[src/rtl/fetch_queue.sv]
// Instruction prefetch FIFO: owns the fetch PC and buffers imem words with PC+4 for decode.
// Optional macro FETCH_HALT_EN: stop fetching after an opcode-F word and expose a halted port.
module fetch_queue #(
  parameter int DEPTH = 4,
  parameter int CW    = 3
) (
  input  logic          clk,
  input  logic          clear,
  input  logic          redirect,
  input  logic [5:0]    redirect_pc,
  output logic [5:0]    imem_addr,
  input  logic [15:0]   imem_data,
  input  logic          deq_ready,
  output logic          out_valid,
  output logic [15:0]   out_instr,
  output logic [5:0]    out_pcplus4,
`ifdef FETCH_HALT_EN
  output logic          halted,
`endif
  output logic [CW-1:0] count
);

  localparam int AW = $clog2(DEPTH);

  logic [15:0]   r_instr [DEPTH];
  logic [5:0]    r_pcPlus4 [DEPTH];
  logic [AW-1:0] r_head;
  logic [AW-1:0] r_tail;
  logic [CW-1:0] r_count;
  logic [5:0]    r_fetchPc;

  logic       w_full;
  logic       w_deq;
  logic       w_enq;
  logic       w_stop;
  logic [5:0] w_nextPc;

`ifdef FETCH_HALT_EN
  logic r_halt;

  // Halt is raised by the opcode-F word itself, so that word still enters the queue.
  always_ff @(posedge clk) begin
    if (clear) begin
      r_halt <= 1'b0;
    end else if (redirect) begin
      r_halt <= 1'b0;
    end else if (w_enq && (imem_data[15:12] == 4'hF)) begin
      r_halt <= 1'b1;
    end
  end

  assign w_stop = r_halt;
  assign halted = r_halt;
`else
  assign w_stop = 1'b0;
`endif

  assign w_full   = (r_count == CW'(DEPTH));
  assign w_deq    = out_valid & deq_ready;
  assign w_enq    = (~w_full | w_deq) & ~w_stop;
  assign w_nextPc = r_fetchPc + 6'd4;

  assign imem_addr   = r_fetchPc;
  assign count       = r_count;
  assign out_valid   = (r_count != '0);
  // Empty queue reads as zero so unwritten entries never leak out.
  assign out_instr   = out_valid ? r_instr[r_head]   : 16'h0000;
  assign out_pcplus4 = out_valid ? r_pcPlus4[r_head] : 6'd0;

  always_ff @(posedge clk) begin
    if (clear) begin
      r_head    <= '0;
      r_tail    <= '0;
      r_count   <= '0;
      r_fetchPc <= 6'd0;
    end else if (redirect) begin
      r_head    <= '0;
      r_tail    <= '0;
      r_count   <= '0;
      r_fetchPc <= redirect_pc;
    end else begin
      if (w_enq) begin
        r_tail    <= r_tail + 1'b1;
        r_fetchPc <= w_nextPc;
      end
      if (w_deq) begin
        r_head <= r_head + 1'b1;
      end
      case ({w_enq, w_deq})
        2'b10:   r_count <= r_count + 1'b1;
        2'b01:   r_count <= r_count - 1'b1;
        default: r_count <= r_count;
      endcase
    end
  end

  // Storage needs no reset: the empty-queue output forcing hides stale contents.
  always_ff @(posedge clk) begin
    if (!clear && !redirect && w_enq) begin
      r_instr[r_tail]   <= imem_data;
      r_pcPlus4[r_tail] <= w_nextPc;
    end
  end

endmodule

[config.mk]
export PLATFORM = sky130hd
export DESIGN_NAME = fetch_queue
export DESIGN_NICKNAME = d
export VERILOG_FILES = /design/src/rtl/fetch_queue.sv
export SDC_FILE = /design/constraint.sdc
export NUM_CORES = 1
export LEC_CHECK = 0
export CAP_MARGIN = 20
export CORE_AREA = 3 3 96 98
export CTS_CLUSTER_DIAMETER = 100
export DETAILED_ROUTE_END_ITERATION = 8
export DIE_AREA = 0 0 99 101
export GPL_TIMING_DRIVEN = 0
export PLACE_DENSITY_LB_ADDON = 0.1
export SYNTH_ARGS = -nofsm -noshare
export SYNTH_HDL_FRONTEND = slang
export SYNTH_SLANG_ARGS = --single-unit
export TNS_END_PERCENT = 50
[constraint.sdc]
create_clock -name clk -period 1.9 [get_ports clk]
set_input_delay 0.38 -clock clk [delete_from_list [all_inputs] [get_ports clk]]
set_output_delay 0.38 -clock clk [all_outputs]
set_load 0.01 [all_outputs]
* Word-level counts from Yosys, hierarchy flattened
Memory sizes are Yosys's and may differ from the RTL's. A register that Yosys moved wholly into a read port is not among the register bits.
Cells that the tools add are included.
** Word-level totals
- Flip-flop bits (word level) :: 13
- Bits in latches :: 0
- Memory bits (writable) :: 88
- ROM bits :: 0
- Bits of input ports :: 26
- Logic and storage cells :: 36
- Memories :: 2
** Memory list
- r_instr :: depth 4, width 16, read ports 1, clocked after Yosys merged registers in 1, wr ports 1, line 25 : logic [15:0] r_instr [DEPTH];
- r_pcPlus4 :: depth 4, width 6, read ports 1, clocked after Yosys merged registers in 1, wr ports 1, line 26 : logic [5:0] r_pcPlus4 [DEPTH];
** Cells by class
- $add $sub $neg :: 5
- $mul :: 0
- Div/mod/pow operators :: 0
- Order comparisons :: 0
- Equality and inequality tests :: 3
- Shift operators :: 0
- Muxes and demuxes :: 11
- Bitwise logic cells :: 3
- Reductions and logical operators :: 8
** Operators with widths (number)
- $mux W6 :: 3
- $mux W16 :: 1
- $mux W2 :: 4
- $add A6 B3 Y6 const B :: 1
- $pmux W3 S2 :: 1
- $add A2 B1 Y2 const B :: 2
- $reduce_bool A2 Y1 :: 2
- $add A3 B1 Y3 const B :: 1
- $eq A3 B3 Y1 const B :: 1
- $reduce_bool A3 Y1 :: 1
- $sub A3 B1 Y3 const B :: 1
- $eq A2 B1 Y1 const B :: 1
- $eq A2 B2 Y1 const B :: 1
- $logic_and A1 B1 Y1 :: 2
- $logic_not A1 Y1 :: 2
- $mux W1 :: 2
- $reduce_or A2 Y1 :: 1
- $and A1 B1 Y1 :: 1
- $not A1 Y1 :: 1
- $or A1 B1 Y1 :: 1

* Logic depth before layout (Yosys ltp)
Gate-level depths: netlist of the first run.
- Depth after elaboration :: 6
- Mapped depth :: 6
- Gate-level depth less buffers :: 6

* Worst setup path before layout of the first run
OpenSTA, ideal clock, no wires.
- Path type :: flip-flop to flip-flop
- Start :: register r_count[0], in the netlist count[0]
- End :: memory r_instr[0][0] (enable)
- Library setup time :: 0.381 ns
- Arrival :: 1.550 ns
- Required time :: 1.519 ns
- Path slack :: -0.031 ns
- Stages on the path, launching flop included :: 5
- Path buffers :: 0
- Clock period less this slack :: 1.931 ns
- Cells stage by stage :: dfxtp_1 inv_1 ha_1 nand3b_1 and3_1
** Between the ends
- Cells in the longest elaborated chain, start to end :: 6
- Elaborated cells on any way between the ends :: 8
- Classes of those cells :: 1 x eq/ne; 2 x mux; 3 x bitwise; 2 x reduce/logical
** Ends and longest elaborated chain
- start, declared :: line 29 : logic [CW-1:0] r_count;
- start signal, assigned :: line 90 : 2'b10: r_count <= r_count + 1'b1;
- start signal, assigned :: line 91 : 2'b01: r_count <= r_count - 1'b1;
- start signal, assigned :: line 92 : default: r_count <= r_count;
- $reduce_bool A3 Y1 or $eq A3 B3 Y1 (tied branches) :: line 65, 58
- $and A1 B1 Y1 or $not A1 Y1 (tied branches) :: line 59, 60
- $or A1 B1 Y1 * :: line 60 : assign w_enq = (~w_full | w_deq) & ~w_stop;
- $logic_and A1 B1 Y1 * :: line 99 : if (!clear && !redirect && w_enq) begin
- $mux W1 * :: line 99
- $mux W1 (not written as such) * :: line 100 : r_instr[r_tail] <= imem_data;
- end, declared :: line 25
Every way passes the cells marked *; elsewhere a longest branch is shown, timed or not.

==> impl_metrics.py, run 1 <==
metrics = {
    "grt": {
        "grt_pass1_wl_um": 11600,
        "grt_max_degree": 23,
        "grt_overflow": 0,
        "track_usage_pct": 15.4,
        "antenna_found_initial": 0,
        "grt_pass1_vias": 2314,
    },
    "cells_and_area": {
        "fill_cells": 631,
        "layout_commonest_cell": "edfxtp_1",
        "num_antenna_cells": 0,
        "drive_gt1_share_pct": 38.3,
        "syn2layout_area_growth_pct": 30.7,
        "final_area_um2": 5370,
        "layout_common_cells": "edfxtp_1 (88), clkdlybuf4s50_1 (33), buf_6 (24)",
        "nets": 341,
    },
    "timing": {
        "finalCritPeriodShare_pct": 112,
        "timing.final.max_slew_violations": 0,
        "setup_violations": 22,
        "worstMarginPinSlew_ns": 0.393,
        "rsz0062_at_grt": "yes",
        "skew_ns": 0.0113,
        "finalHoldViolCount": 0,
        "finalCriticalPeriod_ns": 2.14,
        "tns_ns": -4.53,
        "fmax_mhz": 468,
        "setup_slack_ns": -0.236,
        "slew_headroom_pct": 73.8,
    },
    "route": {
        "firstDrtPassIters": 4,
        "vias_per_cell": 5.14,
        "drtIter0Drc": 90,
        "wl_per_cell_um": 16.8,
        "ant_nets": 0,
        "post-route-drc-count": 0,
        "wirelength_um": 7050,
        "num_vias": 2165,
    },
    "worst_setup_path": {
        "end_kind": "output pin",
        "reg2regPathDepth": 5,
        "r2r_end": "r_pcPlus4[1][0]",
        "critPathLaunchType": "flop",
        "r2r-start": "count[0]",
        "path_class": "reg -> out",
        "ff2ff_setup_slack_ns": 0.16,
        "worstPathRequired_ns": 1.52,
        "arrival_ns": 1.76,
        "endpoint": "out_instr[3]",
        "crit_fanout": 3,
    },
    "synth": {
        "ys_warn_count": 0,
        "synth_area_leaders": "edfxtp_1 (64%), mux4_2 (12%), dfxtp_1 (7.3%)",
        "synthCells": 225,
        "syn_area_um2": 4110,
        "ys_types": 33,
        "synth_seq_area_share_pct": 71.6,
        "syn_area_per_cell_um2": 18.3,
        "yosysTopAreaCellShare_pct": 64.3,
        "synth_largest_area_cell": "edfxtp_1",
        "postSynthNetCount": 258,
        "ys_ff_latch": 103,
    },
    "placed_design": {
        "placement.io_buffers": 56,
        "place_ws_ns": -0.725,
        "gp_congestion": 0.701,
        "dp_hpwl_um": 4370,
        "detailed_place.area_um2": 4840,
    },
    "clock_network": {
        "root_buffer": "clkbuf_8",
        "htree_levels": 3,
        "cts.sinks": 103,
        "clock_path_buffers": 2,
        "numCtsBuffers": 9,
        "path_clk_slew_ns": 0.09,
        "ctsHoldBuffers": 0,
        "cts_tree": "built",
        "clock_latency_ns": 0.36,
    },
    "status": {
        "outcome": "finished, violations left",
        "violations": "negative setup slack",
    },
    "pwr": {
        "leakage_nw": 1.89,
        "power_mw": 4.34,
        "cellPowerDensity_nw_per_um2": 808,
        "ir_worst_vdd_mv": 0.471,
    },
    "die": {
        "die_w_um": 99,
        "io_pins": 58,
        "rows": 34,
        "dieHeight_um": 101,
        "fp.dieArea_um2": 10000,
        "core_area_um2": 8550,
        "start_util_pct": 48.1,
    },
    "worst_hold_path": {
        "hp-class": "in -> reg",
    },
    "flow_run": {
        "maxCapViolCount": 0,
    },
}
-- final cells by class --
cell class / instances / area, µm² / area share, %
Buffer: 11 / 116 / 2.17
Timing Repair Buffer: 72 / 778 / 14.5
Clock buffer: 10 / 128 / 2.38
Sequential cell: 103 / 2950 / 54.9
Clock inverter: 6 / 67.6 / 1.26
Tap cell: 108 / 135 / 2.52
Multi-Input combinational cell: 100 / 1150 / 21.5
Inverter: 11 / 43.8 / 0.815
-- where the power goes --
part	internal, mW	switching (mW)	total (mW)
clock network	0.617	0.722	1.34
registers	2.51	0.0232	2.53
logic	0.274	0.192	0.466
-- cell usage after synthesis --
master and n:
a211oi_1 1, a21oi_1 4, a221oi_2 1, a311oi_2 1
and2_1 22, and3_1 4, and3b_1 1, and4bb_2 1
buf_1 1, buf_4 4, buf_6 1, clkbuf_1 5
dfxtp_1 15, edfxtp_1 88, ha_1 7, inv_1 11
mux2i_1 6, mux4_2 22, nand2b_1 1, nand3_1 2
nand3b_1 2, nor2_1 9, nor2b_1 1, nor3_1 1
o21ai_0 1, o21ai_1 3, o31a_1 1, o31ai_1 1
or2_1 1, or3_1 1, or4_1 1, xnor2_1 4
xor2_1 1
-- cells by family (layout without fill, tap and decap cells) --
logic type                 after synthesis  in the layout  synth area share (%)
muxes                                   28             28                  13.5
and+or+nand+nor                         47             47                  6.82
adders and majority gates                7              7                  2.13
buffers and inverters                   22            110                  2.56
DFF                                    103            103                  71.6
AOI/OAI and AO/OA                       13             13                  2.28
xor gates and xnor gates                 5              5                  1.07
-- state kept, by name (all words and copies together) (netlist names), named ones only --
signal	flops
count	3
imem_addr	6
r_head	2
r_instr	64
r_pcPlus4	24
r_tail	2
-- layer usage --
layer,up-vias,GRT usage [%],share of wire [%]
met2,44,26.0,52
met1,1085,19.8,43
met5,-,0,0
met4,0,6.51,1.4
li1,1025,-,-
met3,11,2.70,3.3
-- worst min-delay path by stage --
stage | cells past startpoint | endpoint | slack [ns] | start
after floorplan | 1 | imem_addr[4] | 0.45 | clear
after global placement | 2 | r_head[1] | 0.47 | r_head[1]
after detailed placement | 2 | flop | 0.51 | r_head[1]
after CTS | 3 | imem_addr[2] | 0.44 | redirect
after global routing | 3 | imem_addr[2] | 0.49 | redirect
final | 3 | imem_addr[2] | 0.45 | redirect
-- worst max-delay path, cell delays in order (launching register included) --
cell and delay (ns):
dfxtp_4 0.40, buf_12 0.11, buf_8 0.10, mux4_2 0.50, and2_4 0.17, buf_6 0.11
-- repair_timing --
action,in CTS,in global routing
resized for setup,144,31
buffers inserted,14,0
cloned,1,0
pin swaps,20,0
setup endpoints to repair,105,26
-- through the flow --
step                cells  hold WS [ns]  utilization (%)
floorplan             225         0.446                -
global placement      389         0.472             56.2
detailed placement    390         0.508             56.6
CTS                   421         0.441             61.2
global route          421         0.488             62.8
finish                421         0.454             62.8
Note: power is estimated with default switching activity, not from simulation.
==> run 2, diff against run 1 <==
--- a/config.mk
+++ b/config.mk
@@ -6,10 +6,10 @@
 export NUM_CORES = 1
 export LEC_CHECK = 0
 export CAP_MARGIN = 20
-export CORE_AREA = 3 3 96 98
+export CORE_AREA = 3 3 92 94
 export CTS_CLUSTER_DIAMETER = 100
 export DETAILED_ROUTE_END_ITERATION = 8
-export DIE_AREA = 0 0 99 101
+export DIE_AREA = 0 0 95 97
 export GPL_TIMING_DRIVEN = 0
 export PLACE_DENSITY_LB_ADDON = 0.1
 export SYNTH_ARGS = -nofsm -noshare
==> constraint.sdc (replaced) <==
create_clock -name clk -period 2.22 [get_ports clk]
set_input_delay 0.444 -clock clk [delete_from_list [all_inputs] [get_ports clk]]
set_output_delay 0.444 -clock clk [all_outputs]
set_load 0.01 [all_outputs]
==> run 2 against run 1 <==
Against the previous run:
- the flow still finishes with violations (negative setup slack)
- clock skew fell by 0.0046 ns
- via count rose by 2.8%
- routed wire length rose by 2.0%
- non-clock buffer count up 3
- flip-flop and latch count stayed put
- hold slack improved by 0.046 ns
- critical path type unchanged
==> impl_metrics.py, run 2 (synthesis results as in run 1) <==
metrics = {
    "timing": {
        "slew_headroom_pct": 61.1,
        "fmax_mhz": 441,
        "tns_ns": -0.0508,
        "rsz0062_at_grt": "yes",
        "finalCritPeriodShare_pct": 102,
        "worstMarginPinSlew_ns": 0.583,
        "skew_ns": 0.00672,
        "timing.final.max_slew_violations": 0,
        "setup_slack_ns": -0.0461,
        "finalHoldViolCount": 0,
        "setup_violations": 2,
        "hold-worst-slack_ns": 0.500,
        "finalCriticalPeriod_ns": 2.27,
    },
    "worst_setup_path": {
        "end_kind": "output pin",
        "critPathLaunchType": "flop",
        "crit_fanout": 6,
        "cpMaxStageDelayCell": "mux4_2",
        "arrival_ns": 1.82,
        "worstPathRequired_ns": 1.78,
        "cp_slowest_stage_delay_ns": 0.47,
        "crit_path_cell_trace": "buf_12 > buf_12 > buf_6 > mux4_2 > and2_4 > buf_6",
        "path_class": "reg -> out",
    },
    "route": {
        "firstDrtPassIters": 4,
        "ant_nets": 0,
        "num_vias": 2225,
        "wl_per_cell_um": 17.2,
        "wirelength_um": 7190,
        "drtIter0Drc": 123,
        "vias_per_cell": 5.32,
        "post-route-drc-count": 0,
    },
    "pwr": {
        "ir_worst_vdd_mv": 0.516,
        "power_mw": 3.84,
        "leakage_nw": 1.90,
        "cellPowerDensity_nw_per_um2": 725,
    },
    "cells_and_area": {
        "fill_cells": 510,
        "layout_commonest_cell": "edfxtp_1",
        "num_antenna_cells": 0,
        "fin_util_pct": 68.5,
        "multi_input_area_um2": 1110,
        "largest_reg_flops": 64,
        "seq_area_um2": 2950,
        "drive_gt1_share_pct": 35.4,
        "syn2layout_area_growth_pct": 28.8,
        "nets": 344,
        "layout_common_cells": "edfxtp_1 (88), clkdlybuf4s50_1 (33), mux4_2 (22)",
        "regMostFlops": "r_instr",
    },
    "grt": {
        "track_usage_pct": 17.2,
        "grt_pass1_vias": 2343,
        "grt_overflow": 0,
        "antenna_found_initial": 0,
        "grt_pass1_wl_um": 11800,
        "grt_max_degree": 23,
    },
    "worst_hold_path": {
        "hp-class": "in -> reg",
    },
    "die": {
        "rows": 32,
        "start_util_pct": 53.2,
        "io_pins": 58,
        "dieHeight_um": 97,
        "fp.dieArea_um2": 9220,
        "die_w_um": 95,
        "core_area_um2": 7730,
    },
    "placed_design": {
        "gp_congestion": 0.712,
        "placement.io_buffers": 56,
        "dp_hpwl_um": 4570,
        "place_ws_ns": -0.512,
    },
    "flow_run": {
        "maxCapViolCount": 0,
    },
    "clock_network": {
        "root_buffer": "clkbuf_8",
        "numCtsBuffers": 9,
        "htree_levels": 3,
        "cts.sinks": 103,
        "clock_latency_ns": 0.36,
        "clock_path_buffers": 2,
        "path_clk_slew_ns": 0.10,
        "cts_tree": "built",
    },
    "status": {
        "violations": "negative setup slack",
        "outcome": "finished, violations left",
    },
}
-- run 2: through the flow --
stage | instance area (µm²) | instances
floorplan | 4110 | 225
global placement | 4800 | 383
detailed placement | 4850 | 386
CTS | 5230 | 416
global route | 5290 | 418
finish | 5290 | 418
-- run 2: timing repair --
| item | in CTS | in global routing |
|---|---|---|
| hold buffers | 0 | 0 |
| gates resized for setup | 119 | 21 |
| pin swaps | 9 | 9 |
| endpoints found under the setup margin | 45 | 45 |
| buffers inserted | 14 | 3 |
-- run 2: worst paths after layout --
kind | from | cells past startpoint | end | slack [ns]
worst max-delay path | flop | 6 | out_pcplus4[1] | -0.05
worst min register to register | r_head[1] | 2 | flop | 0.53
worst min-delay path | redirect | 3 | imem_addr[2] | 0.50
worst max register to register | count[1] | 5 | r_instr[1][10] | 0.33
-- run 2: worst max-delay path, delay by kind of cell, from the launching register on --
kind,cells,cell delay [ns]
muxes,1,0.47
buffers and inverters,4,0.43
DFF,1,0.40
and+or+nand+nor,1,0.15
-- run 2: where the power goes --
| group | leakage [nW] | internal (mW) | switching [mW] |
|---|---|---|---|
| clock | 0.111 | 0.649 | 0.647 |
| combinational | 0.865 | 0.214 | 0.159 |
| sequential | 0.925 | 2.15 | 0.0212 |
| total | 1.90 | 3.01 | 0.827 |
-- run 2: layout make-up --
class                   instances  share of cell area, %
inverters                      11                  0.780
well taps                     102                   2.41
flip-flops and latches        103                   55.7
multi-input cells             100                   21.0
clock buffers                   9                   2.34
repair buffers                 75                   13.7
plain buffers                  11                   2.10
clock inverters                 7                   1.94
-- run 2: layer usage --
layer | track usage (%) | wire length (µm) | vias up
met5 | 0 | 0 | -
met4 | 7.10 | 111 | 0
met3 | 2.64 | 303 | 8
met2 | 27.5 | 3700 | 56
met1 | 23.6 | 3080 | 1127
li1 | - | - | 1034
